<file path="src/rtl/axi_rd_n_splitter.sv">
// N-way AXI4 read-channel splitter.
// AR is decoded from an araddr field and forwarded to one slave port, or
// accepted locally when unmapped. A small FIFO records {dest, arid, arlen}
// in acceptance order so R beats go back to the master strictly in that order.
// Unmapped reads are answered by an internal DECERR responder.
module axi_rd_n_splitter #(
  parameter int AWID   = 32,
  parameter int IDWID  = 4,
  parameter int DWID   = 64,
  parameter int EXTRAS = 8,
  parameter int NSLV   = 4,
  parameter int SELLSB = 28,
  parameter int SELW   = 3,
  parameter int OUTS   = 8
) (
  input  logic                     clk,
  input  logic                     rst_n,
  // master AR
  input  logic [IDWID-1:0]         arid,
  input  logic [AWID-1:0]          araddr,
  input  logic [7:0]               arlen,
  input  logic [2:0]               arsize,
  input  logic [1:0]               arburst,
  input  logic [EXTRAS-1:0]        arextras,
  input  logic                     arvalid,
  output logic                     arready,
  // master R
  output logic [IDWID-1:0]         rid,
  output logic [DWID-1:0]          rdata,
  output logic [1:0]               rresp,
  output logic                     rlast,
  output logic                     rvalid,
  input  logic                     rready,
  // slave AR (payload broadcast to every slice)
  output logic [NSLV*IDWID-1:0]    s_arid,
  output logic [NSLV*AWID-1:0]     s_araddr,
  output logic [NSLV*8-1:0]        s_arlen,
  output logic [NSLV*3-1:0]        s_arsize,
  output logic [NSLV*2-1:0]        s_arburst,
  output logic [NSLV*EXTRAS-1:0]   s_arextras,
  output logic [NSLV-1:0]          s_arvalid,
  input  logic [NSLV-1:0]          s_arready,
  // slave R
  input  logic [NSLV*IDWID-1:0]    s_rid,
  input  logic [NSLV*DWID-1:0]     s_rdata,
  input  logic [NSLV*2-1:0]        s_rresp,
  input  logic [NSLV-1:0]          s_rlast,
  input  logic [NSLV-1:0]          s_rvalid,
  output logic [NSLV-1:0]          s_rready,
  // status
  output logic [$clog2(OUTS):0]    outstanding
);

  localparam int PTRW  = $clog2(OUTS);
  localparam int CNTW  = PTRW + 1;
  // dest code NSLV marks the internal DECERR target
  localparam int DESTW = $clog2(NSLV + 1);

  logic [SELW-1:0]  sel;
  logic             sel_mapped;
  logic [DESTW-1:0] push_dest;
  logic             slave_ready;
  logic             full;
  logic             empty;
  logic             push;
  logic             pop;

  logic [PTRW-1:0]  wr_ptr_reg;
  logic [PTRW-1:0]  rd_ptr_reg;
  logic [CNTW-1:0]  count_reg;
  logic [7:0]       beat_reg;

  logic [DESTW-1:0] dest_mem [OUTS];
  logic [IDWID-1:0] id_mem   [OUTS];
  logic [7:0]       len_mem  [OUTS];

  logic [DESTW-1:0] head_dest;
  logic [IDWID-1:0] head_id;
  logic [7:0]       head_len;
  logic             head_err;

  assign sel        = araddr[SELLSB+SELW-1:SELLSB];
  assign sel_mapped = int'(sel) < NSLV;
  assign push_dest  = sel_mapped ? DESTW'(sel) : DESTW'(NSLV);

  assign full  = (count_reg == CNTW'(OUTS));
  assign empty = (count_reg == '0);
  assign outstanding = count_reg;

  // Ready of the addressed slave; unmapped addresses are always accepted locally
  always_comb begin
    slave_ready = 1'b1;
    for (int k = 0; k < NSLV; k++) begin
      if (int'(sel) == k) slave_ready = s_arready[k];
    end
  end

  assign arready = !full && slave_ready;
  assign push    = arvalid && arready;

  // AR valid only to the decoded slave, never dependent on s_arready
  for (genvar gi = 0; gi < NSLV; gi++) begin : g_ar
    assign s_arvalid[gi]                   = arvalid && !full && (int'(sel) == gi);
    assign s_arid[gi*IDWID +: IDWID]       = arid;
    assign s_araddr[gi*AWID +: AWID]       = araddr;
    assign s_arlen[gi*8 +: 8]              = arlen;
    assign s_arsize[gi*3 +: 3]             = arsize;
    assign s_arburst[gi*2 +: 2]            = arburst;
    assign s_arextras[gi*EXTRAS +: EXTRAS] = arextras;
  end

  // FIFO storage write; head is read combinationally so R has no added latency
  always_ff @(posedge clk) begin
    if (push) begin
      dest_mem[wr_ptr_reg] <= push_dest;
      id_mem[wr_ptr_reg]   <= arid;
      len_mem[wr_ptr_reg]  <= arlen;
    end
  end

  assign head_dest = dest_mem[rd_ptr_reg];
  assign head_id   = id_mem[rd_ptr_reg];
  assign head_len  = len_mem[rd_ptr_reg];
  assign head_err  = (int'(head_dest) == NSLV);

  // R routing from the FIFO head; everything idles to zero when nothing is outstanding
  always_comb begin
    rvalid   = 1'b0;
    rid      = '0;
    rdata    = '0;
    rresp    = '0;
    rlast    = 1'b0;
    s_rready = '0;
    if (!empty) begin
      if (head_err) begin
        rvalid = 1'b1;
        rid    = head_id;
        rresp  = 2'b11;
        rlast  = (beat_reg == head_len);
      end else begin
        for (int k = 0; k < NSLV; k++) begin
          if (int'(head_dest) == k) begin
            rvalid      = s_rvalid[k];
            rid         = s_rid[k*IDWID +: IDWID];
            rdata       = s_rdata[k*DWID +: DWID];
            rresp       = s_rresp[k*2 +: 2];
            rlast       = s_rlast[k];
            s_rready[k] = rready;
          end
        end
      end
    end
  end

  assign pop = rvalid && rready && rlast;

  // Pointers and occupancy; pointers wrap naturally since OUTS is a power of 2
  always_ff @(posedge clk or negedge rst_n) begin
    if (!rst_n) begin
      wr_ptr_reg <= '0;
      rd_ptr_reg <= '0;
      count_reg  <= '0;
    end else begin
      if (push) wr_ptr_reg <= wr_ptr_reg + PTRW'(1);
      if (pop)  rd_ptr_reg <= rd_ptr_reg + PTRW'(1);
      count_reg <= count_reg + CNTW'(push) - CNTW'(pop);
    end
  end

  // DECERR beat counter: advances per accepted responder beat, clears on the last one
  always_ff @(posedge clk or negedge rst_n) begin
    if (!rst_n) begin
      beat_reg <= '0;
    end else if (!empty && head_err && rready) begin
      beat_reg <= rlast ? 8'd0 : beat_reg + 8'd1;
    end
  end

endmodule

</file>
<file path="config.mk">
export PLATFORM = sky130hd
export DESIGN_NAME = axi_rd_n_splitter
export DESIGN_NICKNAME = d
export VERILOG_FILES = /design/src/rtl/axi_rd_n_splitter.sv
export SDC_FILE = /design/constraint.sdc
export NUM_CORES = 1
export LEC_CHECK = 0
export ABC_CLOCK_PERIOD_IN_PS = 9090
export CAP_MARGIN = 5
export CORE_AREA = 2 2 259 261
export CTS_BUF_LIST = sky130_fd_sc_hd__clkbuf_4
export DETAILED_ROUTE_END_ITERATION = 16
export DIE_AREA = 0 0 261 263
export HOLD_SLACK_MARGIN = 0.05
export SETUP_SLACK_MARGIN = 0.3
export SYNTH_ARGS = -nofsm -noshare
export SYNTH_HDL_FRONTEND = slang
export SYNTH_SLANG_ARGS = --single-unit
</file>
<file path="constraint.sdc">
create_clock -name clk -period 9.09 [get_ports clk]
set_clock_uncertainty 0.1 [all_clocks]
set_input_delay 1.818 -clock clk [delete_from_list [all_inputs] [get_ports clk]]
set_output_delay 1.818 -clock clk [all_outputs]
set_load 0.02 [all_outputs]
</file>
; ---- Word-level counts from Yosys, hierarchy flattened
; Memories as Yosys holds them, arrays and structs flattened.
; Index checks and enable logic that the tools add are counted.
[word_totals]
word_cells = 82
in_bits = 353
register_bits = 18
ramBits = 120
output_inout_bits = 313
memories = 3
[memory_table]
columns = name, depth, width, rd, rd_clocked_by_memory_dff, write_ports, line_no
row1 = len_mem, 8, 8, 1, 0, 1, 75  ; logic [7:0] len_mem [OUTS];
row2 = id_mem, 8, 4, 1, 0, 1, 74  ; logic [IDWID-1:0] id_mem [OUTS];
row3 = dest_mem, 8, 3, 1, 0, 1, 73  ; logic [DESTW-1:0] dest_mem [OUTS];
[op_classes]
n_addsub = 5
muxes = 44
order_cmp = 1
n_reduce_logical = 16
eq_ne = 9
[ops]
columns = op, count
row1 = 64-bit 2-to-1 mux, 6
row2 = 4-bit 2-to-1 mux, 8
row3 = 1-bit 2-to-1 mux, 22
row4 = "3-bit equality test, second input constant", 5
row5 = 2-bit 2-to-1 mux, 6
row6 = 1-bit logical AND, 11
row7 = "8-bit by 1-bit adder with 8-bit output, second input constant", 1
row8 = 8-bit equality test, 1
row9 = 8-bit 2-to-1 mux, 1
row10 = "3-bit by 1-bit adder with 3-bit output, second input constant", 2
row11 = "3-bit by 2-bit equality test with 1-bit output, second input constant", 2
row12 = 3-bit zero test, 2
row13 = 4-bit by 1-bit adder with 4-bit output, 1
row14 = "4-bit equality test, second input constant", 1
row15 = 4-bit zero test, 1
row16 = 4-bit by 1-bit subtractor with 4-bit output, 1
row17 = "3-bit less-than comparator, second input constant", 1
row18 = 3-bit 2-to-1 mux, 1
row19 = 1-bit zero test, 2

; ---- Longest topological paths before layout
; Gate-level depths: netlist of the first run.
; An unclocked memory read counts as a cell.
[logic_depth]
word_depth = 11
depth_mapped = 16
ltp_nobuf = 13

; ---- Least setup slack after synthesis of the first run
; OpenSTA, ideal clock, no wires.
[synth_path]
path_type = input -> output
from = input port araddr[28]
to = output port s_arvalid[1]
path_stages = 2
arrival_time_ns = 2.690
n_path_buf = 0
t_required_ns = 7.172
setup_slack_ns = 4.482
path_cell_list = nor2b_1 -> nor3b_1
[synth_between]
elab_chain_len = 2
[synth_lines]
columns = item, line_no
row1 = from (decl), 20  ; input logic [AWID-1:0] araddr,
row2 = 3-bit by 2-bit equality test with 1-bit output, 103  ; assign s_arvalid[gi] = arvalid && !full && (int'(sel) == gi);
row3 = 1-bit logical AND, 103
row4 = to (decl), 41  ; output logic [NSLV-1:0] s_arvalid,
; No other way between the ends.

; ---- Worst setup path after layout of the first run
[layout_path]
from = register rd_ptr_reg[0]
to = output port rdata[21]
[layout_between]
elab_chain_len = 8
elab_cells_between_ends = 12
cone_classes = 4 x eq/ne / 6 x mux / 1 x reduce/logical / 1 x memory
[layout_lines]
columns = item, line_no
row1 = from (decl), 69  ; logic [PTRW-1:0] rd_ptr_reg;
row2 = from (signal assigned), 165  ; if (pop) rd_ptr_reg <= rd_ptr_reg + PTRW'(1);
row3 = memory read 8 x 3 bit *, -
row4 = 3-bit zero test, 142  ; if (int'(head_dest) == k) begin
row5 = 64-bit 2-to-1 mux (4 in a row), 142
row6 = 64-bit 2-to-1 mux *, 135  ; if (head_err) begin
row7 = 64-bit 2-to-1 mux *, 134  ; if (!empty) begin
row8 = to (decl), 29  ; output logic [DWID-1:0] rdata,
; Mark *: on every way between the ends. The rest lies on a longest branch, timed or not.

==> impl_metrics.py, run 1 <==
metrics = {
    "cts": {
        "cts_root_buf": "clkbuf_4",
        "cts_tree": "built",
        "cts.sink_count": 138,
        "clock_tree.buffer_depth": 2,
        "cts-buffers-inserted": 17,
        "path_clk_slew_ns": 0.12,
        "post_cts_buffers": 0,
        "post_cts.resized_instances": 0,
        "cts.htree.levels": 4,
        "cts-hold-fix-buffers": 0,
        "clk_latency_ns": 0.52,
    },
    "setup_path": {
        "worst_path_max_delay_cell": "dfrtp_1",
        "cp_cell_sequence": "inv_2 > mux2_4 > nand2_4 > or2_2 > buf_4 > o221ai_1 > a31oi_1 > clkdlybuf4s50_1",
        "reg2regPathDepth": 14,
        "crit_buf_inv": 3,
        "critPathKind": "reg2out",
        "critical_path.startpoint_type": "register",
        "cp.arrival_ns": 5.31,
        "worst-path-max-fanout": 37,
        "kind_of_capture_point_of_the_worst_setup_path": "primary output",
        "worst_ep_required_time_ns": 7.17,
        "largest_stage_delay_on_the_critical_path_ns": 0.90,
        "timing.rr.end": "outstanding[2]$_DFF_PN0_",
        "cp_top_family": "buffers and inverters",
        "worstReg2RegStart": "rd_ptr_reg[0]$_DFFE_PN0P_",
        "timing.reg2reg.setup_slack_ns": 4.24,
    },
    "routing": {
        "dr_wl_met2_microns": 31200,
        "maxUsedRoutingLayer": "met5",
        "detailedRoute.firstIterationViolations": 482,
        "detailroute.wirelength.met3_microns": 3760,
        "vias": 8011,
        "detail_route.wirelength_microns": 58600,
        "wl_met1_microns": 21300,
        "first_pass_iters": 7,
        "final_antenna_net_count": 0,
        "wire_per_inst_microns": 29.8,
        "drt_drc_violations_left": 0,
        "drt_via_density": 4.07,
    },
    "final_layout": {
        "reg.largest.list": "len_mem: 64 flops, id_mem: 32 flops, dest_mem: 24 flops",
        "num-fill-cells": 7094,
        "final_nets": 1447,
        "area_delta_synth_final_pct": 43.0,
        "finish.utilization_pct": 20.9,
        "area_occupied_by_multi_input_gates_sq_um": 3590,
        "final_design_area_no_fill_sq_um": 13700,
        "drive_gt1_share_pct": 9.21,
        "register_area_sq_um": 4050,
        "registers.top_by_ff_count": "len_mem",
        "number_of_flip_flops_under_the_largest_register_name": 64,
    },
    "min_path": {
        "hold_depth": 1,
        "hold_path_end": "wr_ptr_reg[2]$_DFFE_PN0P_",
        "holdCritPathClass": "reg2reg",
        "worstHoldStart": "wr_ptr_reg[2]$_DFFE_PN0P_",
    },
    "pwr": {
        "power_switching_mw": 2.68,
        "relative_contribution_of_the_clock_network_to_total_power_pct": 8.4,
        "pwr-share-seq_pct": 17.1,
        "leakage_nw": 4.50,
        "switching_share_pct": 52.7,
        "share_of_power_burned_in_combinational_logic_pct": 74.5,
        "peakVddDrop_v": 0.000198,
        "pwr_density_cell_nw_per_um2": 372,
        "cellInternalPower_mw": 2.41,
    },
    "yosys": {
        "synth.cell_area_sq_um": 9580,
        "synth_sequential_area_ratio_pct": 42.3,
        "synth.yosys.warnings": 0,
        "postSynth.asyncResetShare_pct": 13.0,
        "synth-seq-cells": 138,
        "mappedNetlistNets": 1247,
        "number_of_distinct_library_cells_after_synthesis": 62,
        "postSynthAreaPerCell_sq_um": 10.8,
        "synth.area.top_cells": "edfxtp_1 (38%), buf_4 (18%), mux4_2 (5.4%), o221ai_1 (5.3%), dfrtp_1 (4.7%)",
        "post-synth-top-count-cell": "buf_4",
        "synthDominantAreaCellType": "edfxtp_1",
        "synthesis.instances": 884,
        "synthTopCellsByCount": "buf_4 (235), edfxtp_1 (120), nand2_1 (75)",
        "synthFlopType": "edfxtp_1",
        "yosysTopAreaCellShare_pct": 37.6,
        "synth_edf_count": 120,
    },
    "floorplanning": {
        "design.die.area_sq_um": 68600,
        "core_sq_um": 65600,
        "die_y_microns": 263,
        "ioPinCount": 666,
        "floorplan.initialDensity_pct": 14.6,
        "dieWidth_microns": 261,
        "num_rows": 94,
    },
    "timing": {
        "setup_viol": 0,
        "finalSetupTns_ns": 0,
        "max_slew_margin_pct": 16.5,
        "grt_setup_unrepaired": "no",
        "slew_violations": 0,
        "worst_pin_slew_ns": 1.25,
        "timing.final.ws_setup_ns": 1.86,
        "maxClockFrequency_ghz": 0.138,
        "timing.final.crit_share_pct": 79.5,
        "final_hold_violating_endpoints": 0,
        "fin_crit_ns": 7.23,
    },
    "global_route": {
        "grt_pass1_wl_microns": 75400,
        "globalRouteTotalUtil_pct": 16.4,
        "grt_max_degree": 63,
        "globalRouteOverflowTotal": 0,
        "vias_in_the_first_global_route": 8185,
        "antenna_violations_before_repair": 23,
    },
    "placement": {
        "placement.io_buffers": 455,
        "finalWeightedCongestion": 0.852,
        "detailedPlacementHpwl_microns": 49900,
        "dp_worst_setup_slack_ns": 2.23,
        "detailed_place.area_sq_um": 13400,
    },
    "run_status": {
        "run_status": "complete, no violations",
    },
    "run": {
        "total_of_max_cap_violations": 0,
    },
}
worst max path at each step:
stage | start | endpoint | slack, ns | cells past startpoint
3_5_place_dp | rd_ptr_reg[0]$_DFFE_PN0P_ | rdata[20] | 2.23 | 8
6_report | rd_ptr_reg[0]$_DFFE_PN0P_ | rdata[21] | 1.86 | 8
2_1_floorplan | araddr[28] | s_arvalid[1] | 4.48 | 2
3_3_place_gp | rd_ptr_reg[0]$_DFFE_PN0P_ | rdata[20] | 2.40 | 8
5_1_grt | rd_ptr_reg[0]$_DFFE_PN0P_ | rdata[20] | 1.49 | 8
4_1_cts | rd_ptr_reg[0]$_DFFE_PN0P_ | rdata[20] | 1.63 | 8
placed cells by master (no fill, tap or decap), drive strengths merged, types with 7 or more instances in the layout:
cell           Yosys  layout
a211oi            18      18
a31oi             30      30
and2              19      19
mux2              14      14
xnor2              7       7
inv               12      14
edfxtp           120     120
nand3              8       8
buf              254       8
o22ai             38      38
clkbuf            28      21
mux2i             24      24
nor2b              7       7
nor2              19      19
nand2             77      77
o21ai             11      11
ha                 9       9
xor2               7       7
mux4              23      23
o221ai            58      58
dfrtp             18      18
a21oi             39      39
clkdlybuf4s50      0     455
final cells by class:
| type | instances | area share (%) |
|---|---|---|
| multi-input combinational | 452 | 26.2 |
| sequential | 138 | 29.6 |
| tap | 864 | 7.89 |
| antenna | 6 | 0.110 |
| clock buffer | 21 | 1.15 |
| clock inverter | 11 | 1.05 |
| timing repair buffer | 463 | 33.7 |
| inverter | 12 | 0.329 |
per-layer routing:
layer / vias to the layer above / global-route usage [%]
li1: 3505 / -
met1: 3928 / 18.1
met2: 417 / 30.5
met3: 155 / 3.16
met4: 6 / 6.57
met5: - / 0
through the flow:
stage | total power [mW] | cells | hold slack [ns]
after floorplan | 3.01 | 884 | 0.358
after global placement | 4.75 | 1929 | 0.380
after detailed placement | 4.77 | 1929 | 0.380
after CTS | 5.21 | 1961 | 0.394
after global routing | 5.41 | 1964 | 0.438
final | 5.10 | 1967 | 0.390
logic make-up (layout without fill, tap and decap cells):
group | count (synthesis) | after routing | share of synthesized area, %
multiplexers | 61 | 61 | 9.94
other | 0 | 6 | 0
AO/OA/AOI/OAI | 208 | 208 | 15.4
flip-flops | 138 | 138 | 42.3
buffers and inverters | 294 | 507 | 21.1
AND/OR/NAND/NOR | 159 | 159 | 8.54
adder cells (fa/ha/maj) | 10 | 10 | 1.38
XOR/XNOR | 14 | 14 | 1.28
power groups by stage:
| stage | logic, mW | clock network [mW] | registers (mW) |
|---|---|---|---|
| finish | 3.80 | 0.427 | 0.872 |
| floorplan | 2.16 | 0 | 0.850 |
| global placement | 3.87 | 0 | 0.882 |
| CTS | 3.89 | 0.436 | 0.874 |
| detailed placement | 3.88 | 0 | 0.889 |
| global route | 4.06 | 0.460 | 0.886 |
worst register-to-register path, delay by kind of cell, from the launching register on:
kind	cells	cell delay, ns
buffers and inverters	4	1.18
DFF	1	0.90
muxes	2	0.85
adders and majority gates	3	0.85
and+or+nand+nor	3	0.61
xor gates and xnor gates	1	0.13
AOI/OAI and AO/OA	1	0.12
(Power assumes the default switching activity.)
==> inputs of run 2 (changes only) <==
--- a/config.mk
+++ b/config.mk
@@ -5,12 +5,12 @@
 export SDC_FILE = /design/constraint.sdc
 export NUM_CORES = 1
 export LEC_CHECK = 0
-export ABC_CLOCK_PERIOD_IN_PS = 9090
+export ABC_CLOCK_PERIOD_IN_PS = 6600
 export CAP_MARGIN = 5
-export CORE_AREA = 2 2 259 261
+export CORE_AREA = 2 2 261 263
 export CTS_BUF_LIST = sky130_fd_sc_hd__clkbuf_4
 export DETAILED_ROUTE_END_ITERATION = 16
-export DIE_AREA = 0 0 261 263
+export DIE_AREA = 0 0 263 265
 export HOLD_SLACK_MARGIN = 0.05
 export SETUP_SLACK_MARGIN = 0.3
 export SYNTH_ARGS = -nofsm -noshare
==> constraint.sdc (replaced) <==
create_clock -name clk -period 6.6 [get_ports clk]
set_clock_uncertainty 0.1 [all_clocks]
set_input_delay 1.32 -clock clk [delete_from_list [all_inputs] [get_ports clk]]
set_output_delay 1.32 -clock clk [all_outputs]
set_load 0.02 [all_outputs]
==> run 2 against run 1 <==
Wire length is 1.4% lower. Sequential power is 34% higher. Cell count is 1.5% higher. Count of clock-buffer cells in the layout is 4 lower. Critical path depth is 2 higher. Power is 46% higher. Critical path type unchanged. Critical endpoint is now rdata[28]. Largest power group unchanged. Sequential share of layout area is 0.52 points lower. Die area is 1.5% higher. Sequential cell count stayed put. Highest routed layer unchanged. Combinational power is 50% higher.
==> impl_metrics.py, run 2 (synthesis results as in run 1) <==
metrics = {
    "run_status": {
        "run_status": "complete, no violations",
    },
    "setup_path": {
        "cp_dominant_cell_by_count": "buf_4",
        "largest_stage_delay_on_the_critical_path_ns": 0.65,
        "worst_ep_required_time_ns": 5.18,
        "timing.reg2reg.setup_slack_ns": 2.23,
        "cp_top_family": "buffers and inverters",
        "critical_path.startpoint_type": "register",
        "critPathKind": "reg2out",
        "cp.arrival_ns": 4.51,
        "cp_cell_sequence": "buf_4 > mux4_2 > mux2_4 > nand2_4 > or2_2 > buf_4 > buf_4 > o221ai_1 > a31oi_1 > clkdlybuf4s50_1",
        "crit_buf_inv": 4,
        "timing.rr.end": "outstanding[2]$_DFF_PN0_",
        "kind_of_capture_point_of_the_worst_setup_path": "primary output",
        "reg2regPathDepth": 14,
        "worst_path_max_delay_cell": "clkdlybuf4s50_1",
        "worstReg2RegStart": "rd_ptr_reg[1]$_DFFE_PN0P_",
        "worst-path-max-fanout": 25,
    },
    "cts": {
        "cts_tree": "built",
        "cts-buffers-inserted": 17,
        "cts.sink_count": 138,
        "cts.htree.levels": 4,
        "cts_root_buf": "clkbuf_4",
        "path_clk_slew_ns": 0.14,
        "clock_tree.buffer_depth": 2,
        "clk_latency_ns": 0.56,
        "cts-hold-fix-buffers": 0,
    },
    "min_path": {
        "holdCritPathClass": "reg2reg",
        "hold_path_end": "wr_ptr_reg[2]$_DFFE_PN0P_",
        "worstHoldStart": "wr_ptr_reg[2]$_DFFE_PN0P_",
        "hold_depth": 1,
    },
    "routing": {
        "detailedRoute.firstIterationViolations": 576,
        "drt_drc_violations_left": 0,
        "wire_per_inst_microns": 29.0,
        "final_antenna_net_count": 0,
        "first_pass_iters": 8,
        "detail_route.wirelength_microns": 57800,
        "drt_via_density": 4.09,
        "vias": 8170,
    },
    "pwr": {
        "leakage_nw": 4.62,
        "power.total_mw": 7.43,
        "pwr_density_cell_nw_per_um2": 533,
        "peakVddDrop_v": 0.000199,
    },
    "global_route": {
        "gr-usage-met1_pct": 16.1,
        "grt_max_degree": 47,
        "vias_in_the_first_global_route": 8271,
        "globalRouteOverflowTotal": 0,
        "globalRoute.busiestLayer": "met2",
        "grt_pass1_wl_microns": 73100,
        "globalRouteMet3Util_pct": 9.32,
        "gr-usage-met2_pct": 26.7,
        "antenna_violations_before_repair": 41,
        "globalRouteTotalUtil_pct": 15.7,
    },
    "floorplanning": {
        "num_rows": 95,
        "core_sq_um": 66800,
        "floorplan.initialDensity_pct": 14.3,
        "die_y_microns": 265,
        "ioPinCount": 666,
        "dieWidth_microns": 263,
        "design.die.area_sq_um": 69700,
    },
    "final_layout": {
        "drive_gt1_share_pct": 11.8,
        "number_of_flip_flops_under_the_largest_register_name": 64,
        "registers.top_by_ff_count": "len_mem",
        "area_occupied_by_multi_input_gates_sq_um": 3600,
        "area_delta_synth_final_pct": 45.6,
        "final_nets": 1462,
        "fin_cells": 1997,
        "layout_common_cells": "clkdlybuf4s50_1 (442), edfxtp_1 (120), nand2_1 (75)",
        "register_area_sq_um": 4050,
        "reg.largest.list": "len_mem: 64 flops, id_mem: 32 flops, dest_mem: 24 flops",
        "num-fill-cells": 7158,
        "layout.cells.most_common": "clkdlybuf4s50_1",
    },
    "placement": {
        "finalWeightedCongestion": 0.980,
        "detailedPlacementHpwl_microns": 48600,
        "placed_cells": 1953,
        "placement.io_buffers": 455,
    },
    "timing": {
        "slew_violations": 0,
        "final_hold_violating_endpoints": 0,
        "worst_pin_slew_ns": 1.07,
        "setup_viol": 0,
        "grt_setup_unrepaired": "no",
        "hold_ws_ns": 0.427,
        "fin_crit_ns": 5.93,
        "timing.final.crit_share_pct": 89.8,
        "finalSetupTns_ns": 0,
        "max_slew_margin_pct": 28.7,
        "maxClockFrequency_ghz": 0.169,
    },
    "run": {
        "total_of_max_cap_violations": 0,
    },
}
run 2: area by class of cell:
cell class	count	area share (%)
Clock inverter	15	1.13
Multi-Input combinational cell	452	25.8
Timing Repair Buffer	478	34.7
Sequential cell	138	29.1
Inverter	12	0.323
Tap cell	873	7.83
Antenna cell	12	0.215
Clock buffer	17	0.915
run 2: where the power goes:
group	total (mW)	internal (mW)	leakage, nW	switching, mW
Sequential	1.17	1.08	1.32	0.0850
Clock	0.552	0.201	0.149	0.351
Combinational	5.71	2.19	3.15	3.52
run 2: how the worst max path moves through the flow:
stage | from | to | cells past startpoint
after floorplan | rd_ptr_reg[1]$_DFFE_PN0P_ | rdata[16] | 7
after global placement | rd_ptr_reg[1]$_DFFE_PN0P_ | rdata[8] | 7
after detailed placement | rd_ptr_reg[1]$_DFFE_PN0P_ | rdata[56] | 8
after CTS | rd_ptr_reg[1]$_DFFE_PN0P_ | rdata[56] | 8
after global routing | rd_ptr_reg[1]$_DFFE_PN0P_ | rdata[22] | 9
final | rd_ptr_reg[1]$_DFFE_PN0P_ | rdata[28] | 10
run 2: repair_timing:
item                       4_1_cts  5_1_grt
setup endpoints to repair        0        1
resized for setup                0        1
buffers inserted                 0        0
hold endpoints to repair         0        0
run 2: through the flow:
| step | instance area, sq um | setup slack, ns | util (%) |
|---|---|---|---|
| finish | 13900 | 0.673 | 20.9 |
| global placement | 13600 | 0.885 | 20.4 |
| detailed placement | 13600 | 0.995 | 20.4 |
| floorplan | 9580 | 2.53 | - |
| CTS | 13900 | 0.352 | 20.8 |
| global route | 13900 | 0.398 | 20.9 |
run 2: per-layer routing:
| layer | vias to the layer above | share of wire [%] | wire [microns] |
|---|---|---|---|
| met5 | - | 0.42 | 243 |
| met4 | 38 | 2.9 | 1700 |
| met3 | 148 | 14 | 8140 |
| met2 | 553 | 48 | 27900 |
| met1 | 3879 | 34 | 19800 |
| li1 | 3552 | - | - |
